[src/rtl/servo_bank_tester.sv]
// Multi-channel hobby-servo PWM tester: one shared frame timer, per-channel
// saturating pulse-width control and an auto-sweep mode for the selected channel.
module servo_bank_tester #(
  parameter int CLK_F          = 100,
  parameter int CHANNELS       = 4,
  parameter int PERIOD_US      = 20000,
  parameter int MIN_US         = 1000,
  parameter int MAX_US         = 2000,
  parameter int INIT_US        = 1500,
  parameter int STEP_US        = 100,
  parameter int SWEEP_STEP_US  = 10,
  localparam int SEL_W         = (CHANNELS > 1) ? $clog2(CHANNELS) : 1
) (
  input  logic                CLK,
  input  logic                RST,
  input  logic                up_pulse,
  input  logic                dn_pulse,
  input  logic                sel_pulse,
  input  logic                mode_pulse,
  output logic [CHANNELS-1:0] CONTROL_PINS,
  output logic [SEL_W-1:0]    sel_ch,
  output logic                sweep_active,
  output logic [15:0]         pulse_len_out
);
  localparam int PRE_W = (CLK_F > 1) ? $clog2(CLK_F) : 1;

  logic [PRE_W-1:0]    pre_q, pre_d;
  logic [15:0]         us_cnt_q, us_cnt_d;
  logic [15:0]         work_q [CHANNELS];
  logic [15:0]         work_d [CHANNELS];
  logic [15:0]         shad_q [CHANNELS];
  logic [15:0]         shad_d [CHANNELS];
  logic [SEL_W-1:0]    sel_q, sel_d;
  logic                sweep_q, sweep_d;
  logic                dir_dn_q, dir_dn_d;
  logic [CHANNELS-1:0] pins_q, pins_d;
  logic [15:0]         plen_q, plen_d;
  logic                us_tick, frame_end;
  logic [16:0]         cur, up_step, up_swp;
  logic signed [16:0]  dn_step, dn_swp;

  // Next-state logic: shared timebase, manual control decode and sweep stepping.
  always_comb begin
    us_tick   = (pre_q == PRE_W'(CLK_F - 1));
    frame_end = us_tick && (us_cnt_q == 16'(PERIOD_US - 1));
    pre_d     = us_tick ? '0 : pre_q + PRE_W'(1);
    if (frame_end) begin
      us_cnt_d = 16'd0;
    end else if (us_tick) begin
      us_cnt_d = us_cnt_q + 16'd1;
    end else begin
      us_cnt_d = us_cnt_q;
    end

    // 17-bit arithmetic keeps the saturation compares free of wrap-around.
    cur     = {1'b0, work_q[sel_q]};
    up_step = cur + 17'(STEP_US);
    up_swp  = cur + 17'(SWEEP_STEP_US);
    dn_step = $signed(cur) - $signed(17'(STEP_US));
    dn_swp  = $signed(cur) - $signed(17'(SWEEP_STEP_US));

    work_d   = work_q;
    shad_d   = shad_q;
    sel_d    = sel_q;
    dir_dn_d = dir_dn_q;
    sweep_d  = mode_pulse ? !sweep_q : sweep_q;
    if (frame_end) begin
      shad_d = work_q;
    end else begin
      shad_d = shad_q;
    end

    if (sweep_q) begin
      if (!frame_end) begin
        work_d = work_q;
      end else if (!dir_dn_q) begin
        if (up_swp >= 17'(MAX_US)) begin
          work_d[sel_q] = 16'(MAX_US);
          dir_dn_d      = 1'b1;
        end else begin
          work_d[sel_q] = up_swp[15:0];
        end
      end else begin
        if (dn_swp <= $signed(17'(MIN_US))) begin
          work_d[sel_q] = 16'(MIN_US);
          dir_dn_d      = 1'b0;
        end else begin
          work_d[sel_q] = dn_swp[15:0];
        end
      end
    end else begin
      dir_dn_d = mode_pulse ? 1'b0 : dir_dn_q;
      if (up_pulse && !dn_pulse) begin
        work_d[sel_q] = (up_step >= 17'(MAX_US)) ? 16'(MAX_US) : up_step[15:0];
      end else if (dn_pulse && !up_pulse) begin
        work_d[sel_q] = (dn_step <= $signed(17'(MIN_US))) ? 16'(MIN_US) : dn_step[15:0];
      end else begin
        work_d = work_q;
      end
      if (sel_pulse) begin
        sel_d = (sel_q == SEL_W'(CHANNELS - 1)) ? '0 : sel_q + SEL_W'(1);
      end else begin
        sel_d = sel_q;
      end
    end

    plen_d = work_d[sel_d];
    for (int i = 0; i < CHANNELS; i++) begin
      pins_d[i] = (us_cnt_q < shad_q[i]);
    end
  end

  // State registers; reset restarts the frame and restores every channel.
  always_ff @(posedge CLK) begin
    if (RST) begin
      pre_q    <= '0;
      us_cnt_q <= 16'd0;
      work_q   <= '{default: 16'(INIT_US)};
      shad_q   <= '{default: 16'(INIT_US)};
      sel_q    <= '0;
      sweep_q  <= 1'b0;
      dir_dn_q <= 1'b0;
      pins_q   <= '0;
      plen_q   <= 16'(INIT_US);
    end else begin
      pre_q    <= pre_d;
      us_cnt_q <= us_cnt_d;
      work_q   <= work_d;
      shad_q   <= shad_d;
      sel_q    <= sel_d;
      sweep_q  <= sweep_d;
      dir_dn_q <= dir_dn_d;
      pins_q   <= pins_d;
      plen_q   <= plen_d;
    end
  end

  assign CONTROL_PINS  = pins_q;
  assign sel_ch        = sel_q;
  assign sweep_active  = sweep_q;
  assign pulse_len_out = plen_q;

endmodule

[config.mk]
export PLATFORM = sky130hd
export DESIGN_NAME = servo_bank_tester
export DESIGN_NICKNAME = d
export VERILOG_FILES = /design/src/rtl/servo_bank_tester.sv
export SDC_FILE = /design/constraint.sdc
export NUM_CORES = 1
export LEC_CHECK = 0
export CORE_ASPECT_RATIO = 1.5
export CORE_MARGIN = 4
export CORE_UTILIZATION = 55
export DETAILED_ROUTE_END_ITERATION = 10
export PLACE_DENSITY = 0.81
export SYNTH_ARGS = -nofsm -noshare
export SYNTH_HDL_FRONTEND = slang
export SYNTH_SLANG_ARGS = --single-unit
export TNS_END_PERCENT = 10
[constraint.sdc]
create_clock -name CLK -period 4.4 [get_ports CLK]
set_input_delay 0.66 -clock CLK [delete_from_list [all_inputs] [get_ports CLK]]
set_output_delay 0.66 -clock CLK [all_outputs]
set_load 0.1 [all_outputs]
# --- Word-level counts from Yosys, hierarchy flattened ---
# Cells that the tools add are included.
totals:
  register_bits: 175
  latch_bits: 0
  ramBits: 0
  rom_bits: 0
  in_bits: 6
  output_inout_bits: 23
  elab_cells: 86
  mem_count: 0
classes:
  add_sub_neg: 7
  mul: 0
  div_mod_pow: 0
  order_cmp: 11
  n_eq_ne: 4
  n_shift: 0
  n_mux: 30
  bitwise_logic: 8
  reduce_logical: 11
op_table:
  columns: ["op", "n"]
  rows:
  - ["$mux 64", 7]
  - ["$bwmux 64", 4]
  - ["$mux 16", 7]
  - ["$and 40x40->40", 2]
  - ["$not 40->40", 2]
  - ["$bmux 16 s2", 2]
  - ["$lt 16x16->1", 4]
  - ["$or 24x24->24", 2]
  - ["$ge 17x11->1 const B", 2]
  - ["$le 17x11->1 const B", 2]
  - ["$demux 16 s2", 1]
  - ["$add 16x4->17 const B", 1]
  - ["$add 16x7->17 const B", 1]
  - ["$sub 16x4->17 const B", 1]
  - ["$sub 16x7->17 const B", 1]
  - ["$add 16x1->16 const B", 1]
  - ["$eq 16x15->1 const B", 1]
  - ["$add 7x1->7 const B", 1]
  - ["$eq 7x7->1 const B", 1]
  - ["$ge 3x3->1 const B", 2]
  - ["$mux 1", 6]
  - ["$mux 2", 3]
  - ["$not 2->3", 2]
  - ["$logic_and 1x1->1", 4]
  - ["other kinds (8)", 11]

# --- Longest topological paths before layout ---
# Gate-level depths: netlist of the first run.
depth:
  ltp_word: 14
  mapped_depth: 17
  depth_no_buf: 14

# --- Worst setup path after synthesis of the first run ---
# No wires, ideal clock.
synth_timing:
  path_type: "reg2reg"
  from: "reg sel_q[0], in the netlist sel_ch[0]"
  to: "reg work_q[20] in the netlist's numbering"
  setup_ns: 0.122
  t_arrival_ns: 4.816
  slack_ns: -0.538
  stages_incl_launch_ff: 18
  n_path_buf: 3
  synth_period_minus_slack_ns: 4.938
  cell_sequence: "dfxtp_1 -> buf_6 -> mux4_2 -> buf_6 -> clkbuf_1 -> inv_1 -> ha_1 -> inv_1 -> o211ai_1 -> nand3_1 -> xnor2_1 -> or4_4 -> o21a_4 -> a22oi_1 -> nor2_1 -> a21oi_2 -> o211ai_2 -> a221o_1"
synth_via:
  elab_chain_len: 11
  word_cells_on_any_way: 33
  cone_classes: "4 x add/sub; 6 x order compare; 18 x mux; 4 x bitwise; 1 x reduce/logical"
synth_lines:
  columns: ["element", "line", "text"]
  rows:
  - ["start: declaration", "33", "logic [SEL_W-1:0] sel_q, sel_d;"]
  - ["start signal: assignment", "130", "sel_q <= sel_d;"]
  - ["$not 2->3 *", null, null]
  - ["$bmux 16 s2, or another cell as far along", "56", "cur = {1'b0, work_q[sel_q]};"]
  - ["$mux 16 (implied by the code) / $logic_and 1x1->1 (equally long branches)", null, null]
  - ["$mux 16, on equally long branches", null, null]
  - ["$sub 16x7->17 / $demux 16 s2 (equally long branches)", null, null]
  - ["$le 17x11->1 / $not 40->40 (equally long branches)", null, null]
  - ["$mux 16 / $and 40x40->40 (equally long branches)", null, null]
  - ["$bwmux 64 / $mux 64 (equally long branches)", "96, 84", null]
  - ["$mux 64, on equally long branches", "95, 76", null]
  - ["$mux 64, on equally long branches", "93, 74", null]
  - ["$mux 64 *", "73", "if (sweep_q) begin"]
  - ["end signal: assignment", "128", "work_q <= work_d;"]
  - ["end: declaration", "29", "logic [15:0] work_q [CHANNELS];"]
# Every way passes the cells marked *; elsewhere a longest branch is shown, timed or not. The select of a mux whose other input is x is not followed.
# A chain may end at the register's enable or synchronous reset.

# --- Final worst setup path of the first run ---
layout_timing:
  from: "reg sel_q[0], in the netlist sel_ch[0]"
  to: "reg plen_q[7], in the netlist pulse_len_out[7]"
layout_via:
  elab_chain_len: 14
  word_cells_on_any_way: 41
  cone_classes: "5 x add/sub; 6 x order compare; 1 x eq/ne; 24 x mux; 4 x bitwise; 1 x reduce/logical"
layout_lines:
  columns: ["element", "line", "text"]
  rows:
  - ["$not 2->3", null, null]
  - ["$bmux 16 s2", "56", null]
  - ["$mux 16 (implied by the code) (2 in series)", "56", null]
  - ["$sub 16x7->17", "59", "dn_step = $signed(cur) - $signed(17'(STEP_US));"]
  - ["$le 17x11->1", "96", "work_d[sel_q] = (dn_step <= $signed(17'(MIN_US))) ? 16'(MIN_US) : dn_step[15:0];"]
  - ["$mux 16", "96", null]
  - ["$bwmux 64", "96", null]
  - ["$mux 64", "95", "end else if (dn_pulse && !up_pulse) begin"]
  - ["$mux 64", "93", "if (up_pulse && !dn_pulse) begin"]
  - ["$mux 64", "73", null]
  - ["$bmux 16 s2 *", "107", "plen_d = work_d[sel_d];"]
  - ["$mux 16 (implied by the code) * (2 in series)", "107", null]
  - ["end signal: assignment", "124", "plen_q <= 16'(INIT_US);"]
  - ["end signal: assignment", "134", "plen_q <= plen_d;"]
  - ["end: declaration", "37", "logic [15:0] plen_q, plen_d;"]
# Marked as above.

==> metrics, run 1 <==
outcome=finished clean; HPWL after DPL=30,300 µm; Vert. Die Dim=~180 µm; minimum clock period=4.23 ns; Die Area=around 0.023 mm²; Vias=11,500; first-pass GRT wire length=between 60,000 and 70,000 µm; top_reg_cell synth=dfxtp_1; Clock transition at path regs=0.07 ns; width of the die=125 µm; share of the synthesized area in the top cell type=a little under a third; clock root buffer=clkbuf_16; worst-margin pin slew=approximately 1 ns; clock buffer depth=2; via/cell ratio=about 6.6; gp weighted congestion=between 1 and 1.5; Setup Skew=about 0.012 ns; Syn-to-layout area delta=13.9%; hold buffer count at CTS=0; Required @ worst endpoint=roughly 4.7 ns; Tot Pwr=roughly 4.6 mW; final-stage net count=about 1,500; worst rel slew slack=between 30% and 40%; GRT met1 Usage=between 30% and 40%; syn nets=about 1,500; Worst R2R Start=sel_ch[0]$_SDFF_PP0_; Critical Path Start=sel_ch[0]$_SDFF_PP0_; std cell rows=between 60 and 70; Iter 0 DRT Violations=between 1,000 and 1,500; setup_tns=0 ns; drt pass-1 iters=7; post-route non-filler standard cell count=approximately 1,700; Internal=slightly below 3 mW; WP data arrival=4.56 ns; hold_sp=shad_q[21]$_SDFFE_PP0P_; synth top area cells=dfxtp_1, ha_1, nand2_1, a21oi_1, nor2_1; number of global-route vias before repair=11,300; Seq cells post-synth=between 150 and 200; Max Transition Viols Final=0; Clk Latency, worst-skew pair=between 0.4 and 0.5 ns; Syn Area/Cell=between 7 and 8 µm²; clk sink count=175; met2 usage=about three fifths; largest net degree at the start of global routing=about 70; VDD IR-drop max=between 300 and 400 µV; grt total ovfl=0; Crit Path Category=reg -> reg; share of cells above drive strength 1=roughly an eighth; register share of total power=37.2%; Post-Syn Area=~0.011 mm²; Worst setup EP type=flip-flop; clock network fraction of total power=between 30% and 40%; filler instances=~1,800; H-tree levels=4; wire per inst=between 20 and 25 µm; Final setup viols=0; total CTS buffers=17; Lkg Pwr=between 5 and 6 nW; Post-synth top cells=nand2_1, dfxtp_1, a21oi_1; crit path launch type=flip-flop; net switching power=1.64 mW; end-of-flow core utilization=approximately 64%; met3 usage=approximately 5.7%; busiest grt layer=met2; post-synthesis sequential area ratio=31.0%; worst hold margin=0.450 ns; asr flop ratio synth=0%; Hold Fails Final Rpt=0; Distinct cells, synth=between 80 and 90; Initial Utilization=a little under three fifths; EDFF count, synth=0; Max Clk Rate=between 0.2 and 0.25 GHz; Tcrit/Tclk final=a little over nine tenths; DRC Markers=0; Top-Level Pins=29; Cells after DPL=1,704; cell taking the most area after synthesis=dfxtp_1; core area=0.0200 mm²; Final ANT Viol Nets=0; Max Cap Violations=0; Comb pwr share=a little under a third; Syn. warnings=0; GR Util All Layers=about a third; PD cells=roughly 360 mW/mm²; Post-Synthesis Cells=~1,400; DRT Wirelength=between 40,000 and 50,000 µm; Port Buffer Count=28; switching portion of total power=around 36%; dominant cell by count in the synthesized netlist=nand2_1; initial antenna violation count=0; CP max FO=9; number of diodes=0; Tightest Hold Check Type=reg -> reg; TritonCTS clock tree=built
## path summary, 6_finish.rpt
| kind | to | cells after the start | slack (ns) |
|---|---|---|---|
| min | shad_q[21]$_SDFFE_PP0P_ | 2 | 0.45 |
| max reg2reg | pulse_len_out[7]$_SDFF_PP1_ | 14 | 0.17 |
| min reg2reg | shad_q[21]$_SDFFE_PP0P_ | 2 | 0.45 |
| max | pulse_len_out[7]$_SDFF_PP1_ | 14 | 0.17 |
## logic make-up after synthesis
family / after synthesis / share of synthesized area, %
simple gates: 487 / 19.7
compound gates: 416 / 25.8
buf+inv: 185 / 6.50
flops: 175 / 31.0
fa+ha+maj: 73 / 8.09
xor+xnor: 50 / 3.88
mux: 34 / 5.02
## power groups by stage
| stage | clock network (mW) | registers (mW) | logic, mW |
|---|---|---|---|
| 4_1_cts | 1.52 | 1.71 | 1.34 |
| 2_1_floorplan | 0 | 1.90 | 0.717 |
| 5_1_grt | 1.58 | 1.71 | 1.47 |
| 3_3_place_gp | 0 | 1.74 | 1.33 |
| 3_5_place_dp | 0 | 1.74 | 1.33 |
| 6_report | 1.50 | 1.71 | 1.39 |
## state kept, by name, indices dropped and copies added, names as in the netlist
name,count
work_q,64
dir_dn_q,1
CONTROL_PINS,4
shad_q,64
pulse_len_out,16
sel_ch,2
pre_q,7
us_cnt_q,16
sweep_active,1
## worst max-delay path, stage by stage (launching register included)
cell and delay (ns):
dfxtp_4 0.41, mux4_1 0.59, inv_1 0.14, ha_1 0.20, inv_1 0.10, a2111oi_4 0.48, a31oi_1 0.13, or4_1 0.46
a211oi_4 0.25, a21boi_2 0.16, a221oi_2 0.29, a21oi_1 0.09, o21ai_2 0.34, a221oi_1 0.17, a211oi_1 0.31
## area by class of cell
cell class                      count  area (µm²)  share of cell area, %
Clock buffer                       19         443                   3.44
Clock inverter                     13         136                   1.06
Inverter                           87         327                   2.54
Multi-Input combinational cell   1060        7100                   55.2
Sequential cell                   175        3510                   27.3
Tap cell                          260         325                   2.53
Timing Repair Buffer              127        1020                   7.92
## cell usage in the layout, fill, tap and decap left out, drive strengths merged, types with 37 or more instances in the layout
cell,n
ha,73
o21ai,53
nand3,38
o211ai,40
inv,90
a21oi,111
buf,101
nor2,108
a21o,37
nand2,206
dfxtp,175
## through the flow
step | cell area, µm² | worst slack [ns]
floorplan | 11300 | 0.00878
global placement | 12200 | -0.224
detailed placement | 12200 | -0.163
CTS | 12800 | 0.0261
global route | 12900 | -0.000825
finish | 12900 | 0.168
## timing repair
item                                    CTS  global route
pin swaps                                 0             3
gates cloned                              0             0
setup buffers                             0             5
endpoints found under the setup margin    3             8
gates resized for setup                   1             8
## layer usage
layer | share of wire [%] | vias to the layer above
met2 | 48 | 683
met5 | 0 | -
met3 | 7.5 | 221
met1 | 35 | 5400
li1 | - | 5218
met4 | 9.5 | 0
Note: power is estimated with default switching activity, not from simulation.
==> run 2, diff against run 1 <==
--- a/config.mk
+++ b/config.mk
@@ -9,7 +9,8 @@
 export CORE_MARGIN = 4
 export CORE_UTILIZATION = 55
 export DETAILED_ROUTE_END_ITERATION = 10
-export PLACE_DENSITY = 0.81
+export DONT_BUFFER_PORTS = 1
+export PLACE_DENSITY = 0.79
 export SYNTH_ARGS = -nofsm -noshare
 export SYNTH_HDL_FRONTEND = slang
 export SYNTH_SLANG_ARGS = --single-unit
==> metrics, run 2 (synthesized netlist as in run 1, its figures left out) <==
Hold Crit Endpoint=us_cnt_q[2]$_SDFFE_PP0P_; worst path bufs/invs=3; Worst R2R Start=sel_ch[0]$_SDFF_PP0_; Die Area=between 0.02 and 0.025 mm²; minimum clock period=4.34 ns; Cell Chain, Critical Path=inv_1, mux4_2, ha_1, inv_1, a2111o_1, buf_4, nor4_1, or4_1, a211oi_2, a21boi_2, a221oi_1, a21oi_1, o21ai_2, o21ai_0, a211oi_2; Iter 0 DRT Violations=between 1,000 and 1,500; first-pass GRT wire length=a little over 60,000 µm; Syn-to-layout area delta=9.80%; commonest cells after routing, fill and taps aside=nand2_1, dfxtp_1, a21oi_1; Vias=11,300; VDD IR-drop max=approximately 250 µV; switching portion of total power=between 30% and 40%; worst rel slew slack=between 20 and 30%; HPWL after DPL=~30,000 µm; final instance area=0.0124 mm²; Worst setup EP type=flip-flop; initial antenna violation count=0; Tcrit/Tclk final=98.6%; Top delay family on crit path=compound AO/OA/AOI/OAI gates; hold_sp=RST; Clock transition at path regs=about 0.07 ns; register share of total power=42.1%; Comb pwr share=between 20% and 30%; total CTS buffers=17; PD cells=363 mW/mm²; Crit Path Category=reg -> reg; Final ANT Viol Nets=0; CP max FO=11; Internal=approximately 2.8 mW; WP data arrival=4.68 ns; outcome=finished clean; Clk Latency, worst-skew pair=around 0.44 ns; Largest regs=shad_q: 64 flops, work_q: 64 flops; share of cells above drive strength 1=between 10% and 20%; worst-margin pin slew=about 1.1 ns; H-tree levels=4; Max Cap Violations=0; wire per inst=between 20 and 25 µm; number of global-route vias before repair=approximately 11,000; Max Transition Viols Final=0; Tightest Hold Check Type=in -> reg; Max Clk Rate=about 0.23 GHz; std cell rows=between 60 and 70; setup_tns=0 ns; DRT Wirelength=between 40,000 and 50,000 µm; via/cell ratio=between 6 and 7; number of diodes=0; grt total ovfl=0; clk sink count=175; core area=about 0.02 mm²; clock buffer depth=2; Slowest-stage cell, CP=mux4_2; clock root buffer=clkbuf_16; DRC Markers=0; most common cell after layout, fill and taps aside=nand2_1; net switching power=between 1.5 and 2 mW; max incr delay on CP=about 0.65 ns; Final setup viols=0; Port Buffer Count=0; width of the die=roughly 130 µm; crit path launch type=flip-flop; Worst R2R Setup Slack=approximately 0.063 ns; Top-Level Pins=29; Placement Cell Area=around 0.012 mm²; Initial Utilization=between 50% and 60%; Cells on Worst Hold Path=1; Setup Skew=0.0102 ns; drt pass-1 iters=6; Lkg Pwr=between 5 and 6 nW; clock network fraction of total power=between 30 and 40%; RSZ-0062 raised after global routing=yes; reg2reg end=pulse_len_out[7]$_SDFF_PP1_; gp weighted congestion=~1.1; FF-to-FF path depth=15; Required @ worst endpoint=between 4 and 5 ns; TritonCTS clock tree=built; GR Util All Layers=roughly 35%; Vert. Die Dim=between 150 and 200 µm; largest net degree at the start of global routing=a little over 100; final-stage net count=approximately 1,500; Hold Fails Final Rpt=0
==> run 2: per-stage QoR <==
stage,power (mW),std cells,utilization (%),hold WS [ns],worst slack (ns)
finish,4.51,1691,61.9,0.307,0.0631
floorplan,2.62,1420,-,0.418,0.00878
CTS,4.46,1690,61.8,0.301,0.0872
global route,4.64,1691,61.9,0.292,-0.0629
detailed placement,2.99,1658,59.0,0.443,0.158
global placement,3.00,1658,59.0,0.434,0.215
==> run 2: final cells by class <==
type,count,area [µm²]
sequential,175,3510
multi-input combinational,1060,7090
inverter,87,327
timing repair buffer,77,578
fill,1803,7620
clock buffer,18,439
clock inverter,14,129
tap,260,325
==> run 2: timing repair <==
action,in CTS,in global routing
hold buffers,0,0
resized for setup,0,6
setup buffers,0,1
endpoints found under the setup margin,0,8
==> run 2: worst max-delay path by stage <==
stage,cells past startpoint,slack (ns),to,startpoint
2_1_floorplan,17,0.009,work_q[20]$_SDFF_PP1_,sel_ch[0]$_SDFF_PP0_
3_3_place_gp,15,0.22,pulse_len_out[7]$_SDFF_PP1_,sel_ch[0]$_SDFF_PP0_
3_5_place_dp,15,0.16,pulse_len_out[7]$_SDFF_PP1_,sel_ch[0]$_SDFF_PP0_
4_1_cts,15,0.09,pulse_len_out[7]$_SDFF_PP1_,sel_ch[0]$_SDFF_PP0_
5_1_grt,14,-0.06,pulse_len_out[7]$_SDFF_PP1_,sel_ch[0]$_SDFF_PP0_
6_report,15,0.06,pulse_len_out[7]$_SDFF_PP1_,sel_ch[0]$_SDFF_PP0_
==> run 2: power groups by stage <==
| stage | Combinational (mW) | Sequential, mW | Clock [mW] |
|---|---|---|---|
| floorplan | 0.717 | 1.90 | 0 |
| global placement | 1.07 | 1.93 | 0 |
| detailed placement | 1.06 | 1.93 | 0 |
| CTS | 1.07 | 1.89 | 1.49 |
| global route | 1.17 | 1.90 | 1.57 |
| finish | 1.12 | 1.90 | 1.49 |
==> run 2: routing by layer <==
| metal | part of all wire, % | GRT usage, % |
|---|---|---|
| met2 | 48 | 58.4 |
| met1 | 36 | 39.7 |
| met5 | 0 | 0 |
| met4 | 8.2 | 24.1 |
| met3 | 8.5 | 5.78 |
